## src/rtl/fetch_stage.sv

```systemverilog
// fetch_stage: RV32 fetch stage that owns the PC and the IF/ID register and handles stall, redirect and halt.
// Optional static JAL prediction is enabled by `define FETCH_JAL_PRED_EN.
module fetch_stage #(
    parameter logic [31:0] RESET_PC  = 32'h0000_0000,
    parameter logic [31:0] NOP_INST  = 32'h0000_0013,
    parameter logic [31:0] HALT_INST = 32'h0000_007F
) (
    input  logic        clk,
    input  logic        rst,
    input  logic        stall_i,
    input  logic        redirect_i,
    input  logic [31:0] redirect_pc_i,
    output logic [31:0] pc_o,
    input  logic [31:0] inst_i,
    output logic        ifid_valid_o,
    output logic [31:0] ifid_inst_o,
    output logic [31:0] ifid_pc_o,
    output logic [31:0] ifid_pc4_o,
    output logic        ifid_pred_taken_o,
    output logic        halted_o
);
    typedef enum logic {RUN, HALTED} state_t;
    state_t state, state_nx;
    logic [31:0] pc_nx, inst_nx, ifpc_nx, seq_pc;
    logic        valid_nx, pred_nx, take;
`ifdef FETCH_JAL_PRED_EN
    assign take   = inst_i[6:0] == 7'b1101111;
    assign seq_pc = take ? pc_o + {{11{inst_i[31]}}, inst_i[31], inst_i[19:12], inst_i[20], inst_i[30:21], 1'b0}
                         : pc_o + 32'd4;
`else
    assign take   = 1'b0;
    assign seq_pc = pc_o + 32'd4;
`endif
    assign ifid_pc4_o = ifid_pc_o + 32'd4;
    assign halted_o   = state == HALTED;
    always_comb begin
        state_nx = state;
        pc_nx    = pc_o;
        valid_nx = ifid_valid_o;
        inst_nx  = ifid_inst_o;
        ifpc_nx  = ifid_pc_o;
        pred_nx  = ifid_pred_taken_o;
        // a redirect squashes everything younger, including a wrong-path halt
        if (redirect_i) begin
            pc_nx    = {redirect_pc_i[31:2], 2'b00};
            valid_nx = 1'b0;
            inst_nx  = NOP_INST;
            pred_nx  = 1'b0;
            state_nx = RUN;
        end else if (!stall_i) begin
            if (state == HALTED) begin
                valid_nx = 1'b0;
                inst_nx  = NOP_INST;
                pred_nx  = 1'b0;
            end else begin
                valid_nx = 1'b1;
                inst_nx  = inst_i;
                ifpc_nx  = pc_o;
                pred_nx  = inst_i == HALT_INST ? 1'b0 : take;
                pc_nx    = inst_i == HALT_INST ? pc_o : seq_pc;
                state_nx = inst_i == HALT_INST ? HALTED : RUN;
            end
        end
    end
    always_ff @(posedge clk or posedge rst) begin
        if (rst) begin
            state             <= RUN;
            pc_o              <= RESET_PC;
            ifid_valid_o      <= 1'b0;
            ifid_inst_o       <= NOP_INST;
            ifid_pc_o         <= 32'd0;
            ifid_pred_taken_o <= 1'b0;
        end else begin
            state             <= state_nx;
            pc_o              <= pc_nx;
            ifid_valid_o      <= valid_nx;
            ifid_inst_o       <= inst_nx;
            ifid_pc_o         <= ifpc_nx;
            ifid_pred_taken_o <= pred_nx;
        end
    end
endmodule
```

## config.mk

```make
export PLATFORM = sky130hd
export DESIGN_NAME = fetch_stage
export DESIGN_NICKNAME = d
export VERILOG_FILES = /design/src/rtl/fetch_stage.sv
export SDC_FILE = /design/constraint.sdc
export NUM_CORES = 1
export LEC_CHECK = 0
export ABC_AREA = 1
export CORE_ASPECT_RATIO = 0.5
export CORE_MARGIN = 5
export CORE_UTILIZATION = 45
export DETAILED_ROUTE_END_ITERATION = 8
export PLACE_DENSITY_LB_ADDON = 0.3
export SETUP_SLACK_MARGIN = 0.2
export SLEW_MARGIN = 5
export SYNTH_ARGS = -nofsm -noshare
export SYNTH_HDL_FRONTEND = slang
export SYNTH_SLANG_ARGS = --single-unit
```

## constraint.sdc

```tcl
create_clock -name clk -period 8.55 [get_ports clk]
set_input_delay 1.71 -clock clk [delete_from_list [all_inputs] [get_ports clk]]
set_output_delay 1.71 -clock clk [all_outputs]
set_load 0.02 [all_outputs]
```

==> metrics.csv, run 1 <==
metric,value,unit
PortBufs,189,
"CP delay by family, top",simple AND/OR/NAND/NOR gates,
clk sinks,94,
maximum clock rate,0.229,GHz
post-synthesis sequential area ratio,42.1,%
Layout Nets,1033,
Syn Inst Count,783,
combinational share of power,32.2,%
R2R cell count,10,
Pleak,3.55,nW
distinct cell type count after synthesis,38,
worst-path fanout max,4,
Max clock buf depth,2,
RSZ-0062 raised after global routing,no,
endpoints failing setup,0,
slew margin rel.,37.8,%
min cycle time layout,4.37,ns
syn_area_per_cell,7.16,um^2
Crit path required time,6.84,ns
GPL Wtd Cong,0.958,
via/cell ratio,5.15,
Slew @ Worst Pin,0.933,ns
final period utilization,51.1,%
leading post-synthesis cells by cell area,"dfrtp_1 (41%), nand2_1 (18%), inv_1 (5.6%)",
Post-synth ARST share,100,%
first-pass GRT wire length,28900,um
most numerous cell in the Yosys netlist,nand2_1,
number of antenna-violating nets in the routed design,0,
synthesized area,5600,um^2
Post-synth EDFFs,0,
TNS Setup,0,ns
Clock power frac,30.2,%
peak supply drop,0.000106,V
Yosys reg bits,94,
starting density of the core,46.8,%
I/O pin cnt,199,
Site Rows,28,
Hold Path Sink,ifid_inst_o[19],
Hold Path Stages,2,
final wirelength,18300,um
Die X,168,um
GRT Residual Overflow,0,
WL per Instance,16.1,um
HP Class,register to register,
initial antenna violation count,0,
share of power burned in registers,37.6,%
H-tree depth,3,
"Slowest-stage cell, CP",clkdlybuf4s50_1,
Post-DP Area,7590,um^2
layout cells sized above 1,5.48,%
Crit Path Class,register to output pin,
n_diodes,0,
worst reg2reg path startpoint,pc_o[3],
Synth area leader,dfrtp_1,
CP Cell Sequence,"ha_1, nand2_1, inv_1, nand2_1, nor2_1, nand2_2, nor2_2, nand3_2, xor2_1, clkdlybuf4s50_1",
clock insertion delay at the later pin of the skew report,0.34,ns
Final HPWL DP,14000,um
worst reg2reg endpoint,pc_o[24],
max-cap viol count,0,
Sw Pwr,0.000541,W
Hold WS,0.485,ns
fin. max-slew vios,0,
Worst R2R Setup Slack,6.72,ns
Die Ht,88.9,um
Most used DFF post-synth,dfrtp_1,
fin worst setup slack,4.18,ns
Crit. End Element,output pin,
top cells by instance count after synthesis,"nand2_1 (268), dfrtp_1 (91), inv_1 (84), nor2_1 (70), o21ai_0 (62)",
worst path bufs/invs,2,
"most used cell, CP",nand2_1,
Place WS,4.42,ns
pin count of the biggest net entering global routing,72,
Crit path largest cell delay,0.62,ns
total number of vias,5839,
DRT iter0 DRCs,568,
fin area,7950,um^2
first drt pass iteration count,6,
global-route usage over all layers,24.4,%
Clock Pin Slew Worst Setup and Hold Paths,0.07,ns
synth warn,0,
CORE AREA,12000,um^2
area delta synth->final,41.8,%
Synth top area share,40.6,%
CTS root buffer,clkbuf_16,
CP arrival,2.66,ns
final hold viol count,0,
setup bufs post-CTS,0,
CTS tree,built,
die area,14900,um^2
worst clock skew,0.00552,ns
status,"finished, final reports clean",
Post-CTS Resized,0,
Num CTS Buffers,9,
# hold bufs at CTS,0,
Min-Delay Startpoint,ifid_inst_o[19],
P_int,0.00103,W
Worst setup SP type,register,
DRC errors left,0,
power density cells,198,nW/um^2
vias in the first global route,5756,
Sw Ratio,34.4,%
## through the flow
step | utilization [%] | power (W) | cells
final | 66.3 | 0.00157 | 1133
after global routing | 66.3 | 0.00165 | 1133
after CTS | 66.3 | 0.00158 | 1133
after detailed placement | 63.3 | 0.00110 | 1117
after global placement | 63.3 | 0.00110 | 1117
after floorplan | - | 0.000836 | 789
## layout make-up
cell class                 count  area [um^2]
clock buffer                  11          253
clock inverter                 5          105
tap                          165          206
multi-input combinational    578         2780
inverter                      87          328
fill                        1031         4040
timing repair buffer         193         1920
sequential                    94         2360
## worst min-delay path: stages (launching register included)
cell,delay [ns]
dfrtp_1,0.34
nand2_1,0.05
o21ai_0,0.06
## flip-flops by register name, indices dropped and copies added, names as in the netlist
name,flops
pc_o,30
ifid_pc_o,30
halted_o,1
ifid_valid_o,1
ifid_inst_o,32
## kinds of logic after synthesis
| family | share of synthesized area, % |
|---|---|
| compound gates | 8.82 |
| xor+xnor | 5.47 |
| fa+ha+maj | 0.447 |
| buf+inv | 8.82 |
| flops | 42.1 |
| other cells | 0.0669 |
| simple gates | 34.3 |
## power groups by stage
stage	clock (W)	combinational [W]	sequential, W
floorplan	0	0.000194	0.000642
detailed placement	0	0.000507	0.000596
finish	0.000476	0.000506	0.000591
CTS	0.000481	0.000510	0.000589
global placement	0	0.000501	0.000594
global route	0.000502	0.000545	0.000600
## worst max-delay path by stage
stage	from	end	slack (ns)	depth (start not counted)
after floorplan	rst	halted_o	4.40	1
after global placement	redirect_i	ifid_inst_o[2]	4.47	6
after detailed placement	redirect_i	ifid_inst_o[9]	4.42	7
after CTS	ifid_pc_o[2]	ifid_pc4_o[22]	4.17	10
after global routing	ifid_pc_o[2]	ifid_pc4_o[24]	3.97	10
final	ifid_pc_o[3]	ifid_pc4_o[24]	4.18	10
## routing by layer
| metal | global-route usage, % | vias to the layer above | part of all wire [%] |
|---|---|---|---|
| li1 | - | 2829 | - |
| met1 | 31.9 | 2730 | 43 |
| met2 | 41.0 | 236 | 46 |
| met3 | 5.48 | 44 | 8.1 |
| met4 | 8.32 | 0 | 2.7 |
| met5 | 0 | - | 0 |
## cell usage in the layout (no fill, tap or decap), types with 9 or more instances in the layout
master | synthesis | final
clkbuf_16 | 0 | 9
clkdlybuf4s50_1 | 0 | 189
dfrtp_1 | 91 | 91
inv_1 | 84 | 83
nand2_1 | 268 | 268
nand3_1 | 59 | 59
nand4_1 | 9 | 9
nor2_1 | 70 | 70
nor3_1 | 12 | 12
o21ai_0 | 62 | 62
xor2_1 | 27 | 27
Power figures use the tool's default switching activity.
==> inputs of run 2 (changes only) <==
CORE_UTILIZATION = 41   (was 45)
clock period = 3.65 ns   (was 8.55 ns; I/O delays follow)
==> metrics.csv, run 2 (synthesized netlist as in run 1, its figures left out) <==
metric,value,unit
peak supply drop,0.000223,V
Layout Nets,1035,
Crit Path Class,register to output pin,
Final HPWL DP,14300,um
Crit. End Element,output pin,
share of power burned in registers,39.1,%
"Slowest-stage cell, CP",clkdlybuf4s50_1,
combinational share of power,33.7,%
Crit path required time,2.92,ns
Biggest register,ifid_inst_o,
Die Ht,92.7,um
Final Core Density,58.9,%
total number of vias,5832,
pin count of the biggest net entering global routing,40,
Clock Pin Slew Worst Setup and Hold Paths,0.07,ns
layout cells sized above 1,5.77,%
WL per Instance,16.1,um
status,"finished, final reports clean",
setup bufs post-CTS,0,
slew margin rel.,37.6,%
Die X,175,um
TNS Setup,0,ns
clk sinks,94,
global-route usage over all layers,22.4,%
clock insertion delay at the later pin of the skew report,0.35,ns
CP Cell Sequence,"ha_1, nand2_1, inv_1, nand2_1, nor2_2, nand2_2, nor2_2, nand2_1, xor2_1, clkdlybuf4s50_1",
via/cell ratio,5.09,
power density cells,446,nW/um^2
most frequent cells in the layout,"nand2_1 (268), clkdlybuf4s50_1 (188), dfrtp_1 (91)",
worst path bufs/invs,2,
first drt pass iteration count,6,
first-pass GRT wire length,28900,um
Sw Ratio,36.5,%
endpoints failing setup,0,
worst-path fanout max,4,
die area,16200,um^2
Slew @ Worst Pin,0.935,ns
Worst setup SP type,register,
final hold viol count,0,
"commonest non-fill, non-tap cell in the layout",nand2_1,
Sw Pwr,0.00129,W
min cycle time layout,3.27,ns
Max clock buf depth,2,
final period utilization,89.6,%
worst clock skew,0.00709,ns
# hold bufs at CTS,0,
DRC errors left,0,
CTS tree,built,
RSZ-0062 raised after global routing,no,
starting density of the core,41.6,%
area delta synth->final,41.6,%
max-cap viol count,0,
I/O pin cnt,199,
HP Class,register to register,
vias in the first global route,5491,
number of antenna-violating nets in the routed design,0,
CORE AREA,13500,um^2
CTS root buffer,clkbuf_16,
P_int,0.00225,W
DRT iter0 DRCs,414,
maximum clock rate,0.306,GHz
Pleak,3.56,nW
GRT Residual Overflow,0,
top flop regs,"ifid_inst_o (32), ifid_pc_o (30), pc_o (30)",
Hold WS,0.483,ns
max reg flops,32,
Site Rows,30,
"CP delay by family, top",simple AND/OR/NAND/NOR gates,
H-tree depth,3,
CP arrival,2.54,ns
Crit path largest cell delay,0.62,ns
n_diodes,0,
Worst R2R Setup Slack,1.56,ns
final wirelength,18500,um
Num CTS Buffers,9,
GPL Wtd Cong,0.885,
Fillers,1235,
Clock power frac,27.2,%
initial antenna violation count,0,
PortBufs,189,
"most used cell, CP",nand2_1,
fin. max-slew vios,0,
run 2: changes by cell type in the layout (fill, tap and decap cells not counted), sizes merged:
cell	before	now
clkbuf	11	9
clkinv	1	5
dlymetal6s2s	0	1
bufinv	3	1
clkinvlp	2	1
inv	86	87
buf	4	6
clkdlybuf4s50	189	188
run 2: power groups by stage:
stage,Sequential [W],Clock (W),Combinational [W]
floorplan,0.00150,0,0.000455
global placement,0.00139,0,0.00119
detailed placement,0.00140,0,0.00120
CTS,0.00138,0.000988,0.00121
global route,0.00141,0.00102,0.00128
finish,0.00138,0.000961,0.00119
run 2: final cells by class:
type	instances	area [um^2]	share of cell area, %
Sequential cell	94	2360	29.7
Inverter	87	328	4.13
Clock buffer	9	225	2.84
Clock inverter	7	73.8	0.931
Multi-Input combinational cell	578	2780	35.0
Tap cell	176	220	2.78
Timing Repair Buffer	195	1950	24.6
run 2: routing by layer:
metal	routed length [um]	track usage, %
met5	0	0
met2	8610	37.3
met4	388	6.60
met3	1350	4.08
met1	8120	30.1
run 2: final timing paths:
kind,endpoint,from,cells past startpoint
min,ifid_valid_o,ifid_valid_o,2
min in group asynchronous,ifid_inst_o[20],rst,2
min reg2reg,ifid_valid_o,ifid_valid_o,2
max reg2reg,pc_o[19],halted_o,7
max,ifid_pc4_o[22],ifid_pc_o[3],10
max in group asynchronous,ifid_inst_o[0],rst,3
run 2: timing repair:
item / CTS / global route
hold endpoints to repair: 0 / 0
setup endpoints to repair: 0 / 2
gates resized for setup: 0 / 2
run 2: worst min-delay path, cell delays in order (launching register included):
cell	delay, ns
dfrtp_1	0.35
nand2_1	0.05
nand2_1	0.05
run 2: metrics by stage:
stage | std cells | instance area (um^2) | total power (W) | worst slack [ns]
floorplan | 789 | 5630 | 0.00196 | 0.476
global placement | 1130 | 7630 | 0.00258 | 0.700
detailed placement | 1130 | 7630 | 0.00260 | 0.674
CTS | 1146 | 7930 | 0.00357 | 0.301
global route | 1146 | 7930 | 0.00370 | 0.237
finish | 1146 | 7930 | 0.00354 | 0.380
==> inputs of run 3 (changes only) <==
CORE_MARGIN = 2   (was 5)
RECOVER_POWER = 25   (was unset)
==> metrics.csv, run 3 (synthesized netlist as in run 1, its figures left out) <==
metric,value,unit
number of antenna-violating nets in the routed design,0,
Crit path required time,2.92,ns
Layout Nets,1036,
HP Class,register to register,
via/cell ratio,5.04,
worst-path fanout max,6,
CTS tree,built,
H-tree depth,3,
Biggest register,ifid_inst_o,
"commonest non-fill, non-tap cell in the layout",nand2_1,
vias in the first global route,5515,
DRT iter0 DRCs,513,
pin count of the biggest net entering global routing,52,
layout cells sized above 1,5.66,%
top flop regs,"ifid_inst_o (32), ifid_pc_o (30), pc_o (30)",
Slew @ Worst Pin,1.40,ns
Die X,169,um
slew margin rel.,5.83,%
FF/Latch Area,2360,um^2
Finished Layout Cells,1147,
Crit. End Element,output pin,
DRC errors left,0,
global-route usage over all layers,24.7,%
Die Ht,86.7,um
share of power burned in registers,39.1,%
max reg flops,32,
Fillers,1225,
n_diodes,0,
maximum clock rate,0.302,GHz
GRT Residual Overflow,0,
multi-input combinational cell area,2780,um^2
TNS Setup,0,ns
first-pass GRT wire length,28400,um
most frequent cells in the layout,"nand2_1 (268), clkdlybuf4s50_1 (185), dfrtp_1 (91)",
P_int,0.00226,W
Worst setup SP type,register,
worst reg2reg path startpoint,pc_o[2],
Min-Delay Startpoint,ifid_inst_o[20],
fin. max-slew vios,0,
Site Rows,30,
RSZ-0062 raised after global routing,yes,
Final Core Density,59.1,%
Sw Pwr,0.00129,W
CORE AREA,13400,um^2
CTS root buffer,clkbuf_16,
Crit Path Class,register to output pin,
setup bufs post-CTS,0,
starting density of the core,41.7,%
Clock power frac,27.6,%
status,"finished, final reports clean",
clk sinks,94,
placed cell count,1131,
Pleak,3.58,nW
total number of vias,5777,
Post-CTS Resized,0,
die area,14700,um^2
Sw Ratio,36.3,%
final hold viol count,0,
max-cap viol count,0,
GPL Wtd Cong,0.978,
worst clock skew,0.00698,ns
area delta synth->final,41.6,%
combinational share of power,33.3,%
power density cells,448,nW/um^2
# hold bufs at CTS,0,
final wirelength,18000,um
CP arrival,2.58,ns
PortBufs,189,
Final HPWL DP,13700,um
I/O pin cnt,199,
peak supply drop,0.000214,V
WL per Instance,15.7,um
clock insertion delay at the later pin of the skew report,0.34,ns
CP startpoint,ifid_pc_o[11],
endpoints failing setup,0,
min cycle time layout,3.31,ns
Max clock buf depth,2,
Num CTS Buffers,9,
initial antenna violation count,0,
first drt pass iteration count,5,
Clock Pin Slew Worst Setup and Hold Paths,0.07,ns
final period utilization,90.7,%
[run 3: cell types whose count changed in the layout (fill, tap and decap cells not counted)]
cell             change
buf_12               -1
nor2_1               +1
nor4_1               -1
dlygate4sd3_1        +1
buf_4                -1
clkinvlp_2           +1
clkbuf_2             +1
nor2_2               -1
clkinv_2             -2
nor4_2               +1
clkdlybuf4s50_1      -3
dlymetal6s2s_1       +2
clkbuf_8             +1
clkbuf_1             +2
[run 3: final timing paths]
kind	to	slack, ns	depth (start not counted)
max in group asynchronous	pc_o[5]	1.02	3
min in group asynchronous	ifid_inst_o[20]	1.15	2
max reg2reg	pc_o[14]	1.75	10
min	ifid_inst_o[20]	0.48	2
min reg2reg	ifid_inst_o[20]	0.48	2
max	ifid_pc4_o[31]	0.34	7
[run 3: worst max-delay path, stage by stage, from the launching register on]
cell             delay [ns]
dfrtp_1                0.49
nand2_1                0.11
nor2_1                 0.24
nand2_1                0.12
nor3_1                 0.37
nand2_1                0.13
xnor2_1                0.16
clkdlybuf4s50_1        0.62
[run 3: per-stage QoR]
step                power (W)  hold WS (ns)  worst slack, ns  cell area (um^2)
floorplan             0.00196         0.591            0.476              5630
global placement      0.00257         0.466            0.722              7640
detailed placement    0.00259         0.472            0.658              7640
CTS                   0.00358         0.490            0.285              7940
global route          0.00374         0.512            0.160              7940
finish                0.00355         0.483            0.339              7940
[run 3: area by class of cell]
type,instances,area share [%]
repair buffers,196,24.5
well taps,176,2.78
flip-flops and latches,94,29.7
clock inverters,6,0.867
inverters,87,4.13
clock buffers,10,3.01
multi-input cells,578,35.1
[run 3: per-layer routing]
layer | GRT usage (%) | part of all wire, % | vias to the layer above
met3 | 4.70 | 7.0 | 28
met4 | 7.23 | 1.8 | 0
met5 | 0 | 0 | -
li1 | - | - | 2832
met1 | 32.5 | 44 | 2695
met2 | 41.9 | 47 | 222
[run 3: power groups by stage]
stage	combinational (W)	sequential, W	clock [W]
after global routing	0.00128	0.00141	0.00105
final	0.00118	0.00139	0.000981
after CTS	0.00120	0.00138	0.000999
after global placement	0.00117	0.00139	0
after detailed placement	0.00119	0.00140	0
after floorplan	0.000455	0.00150	0
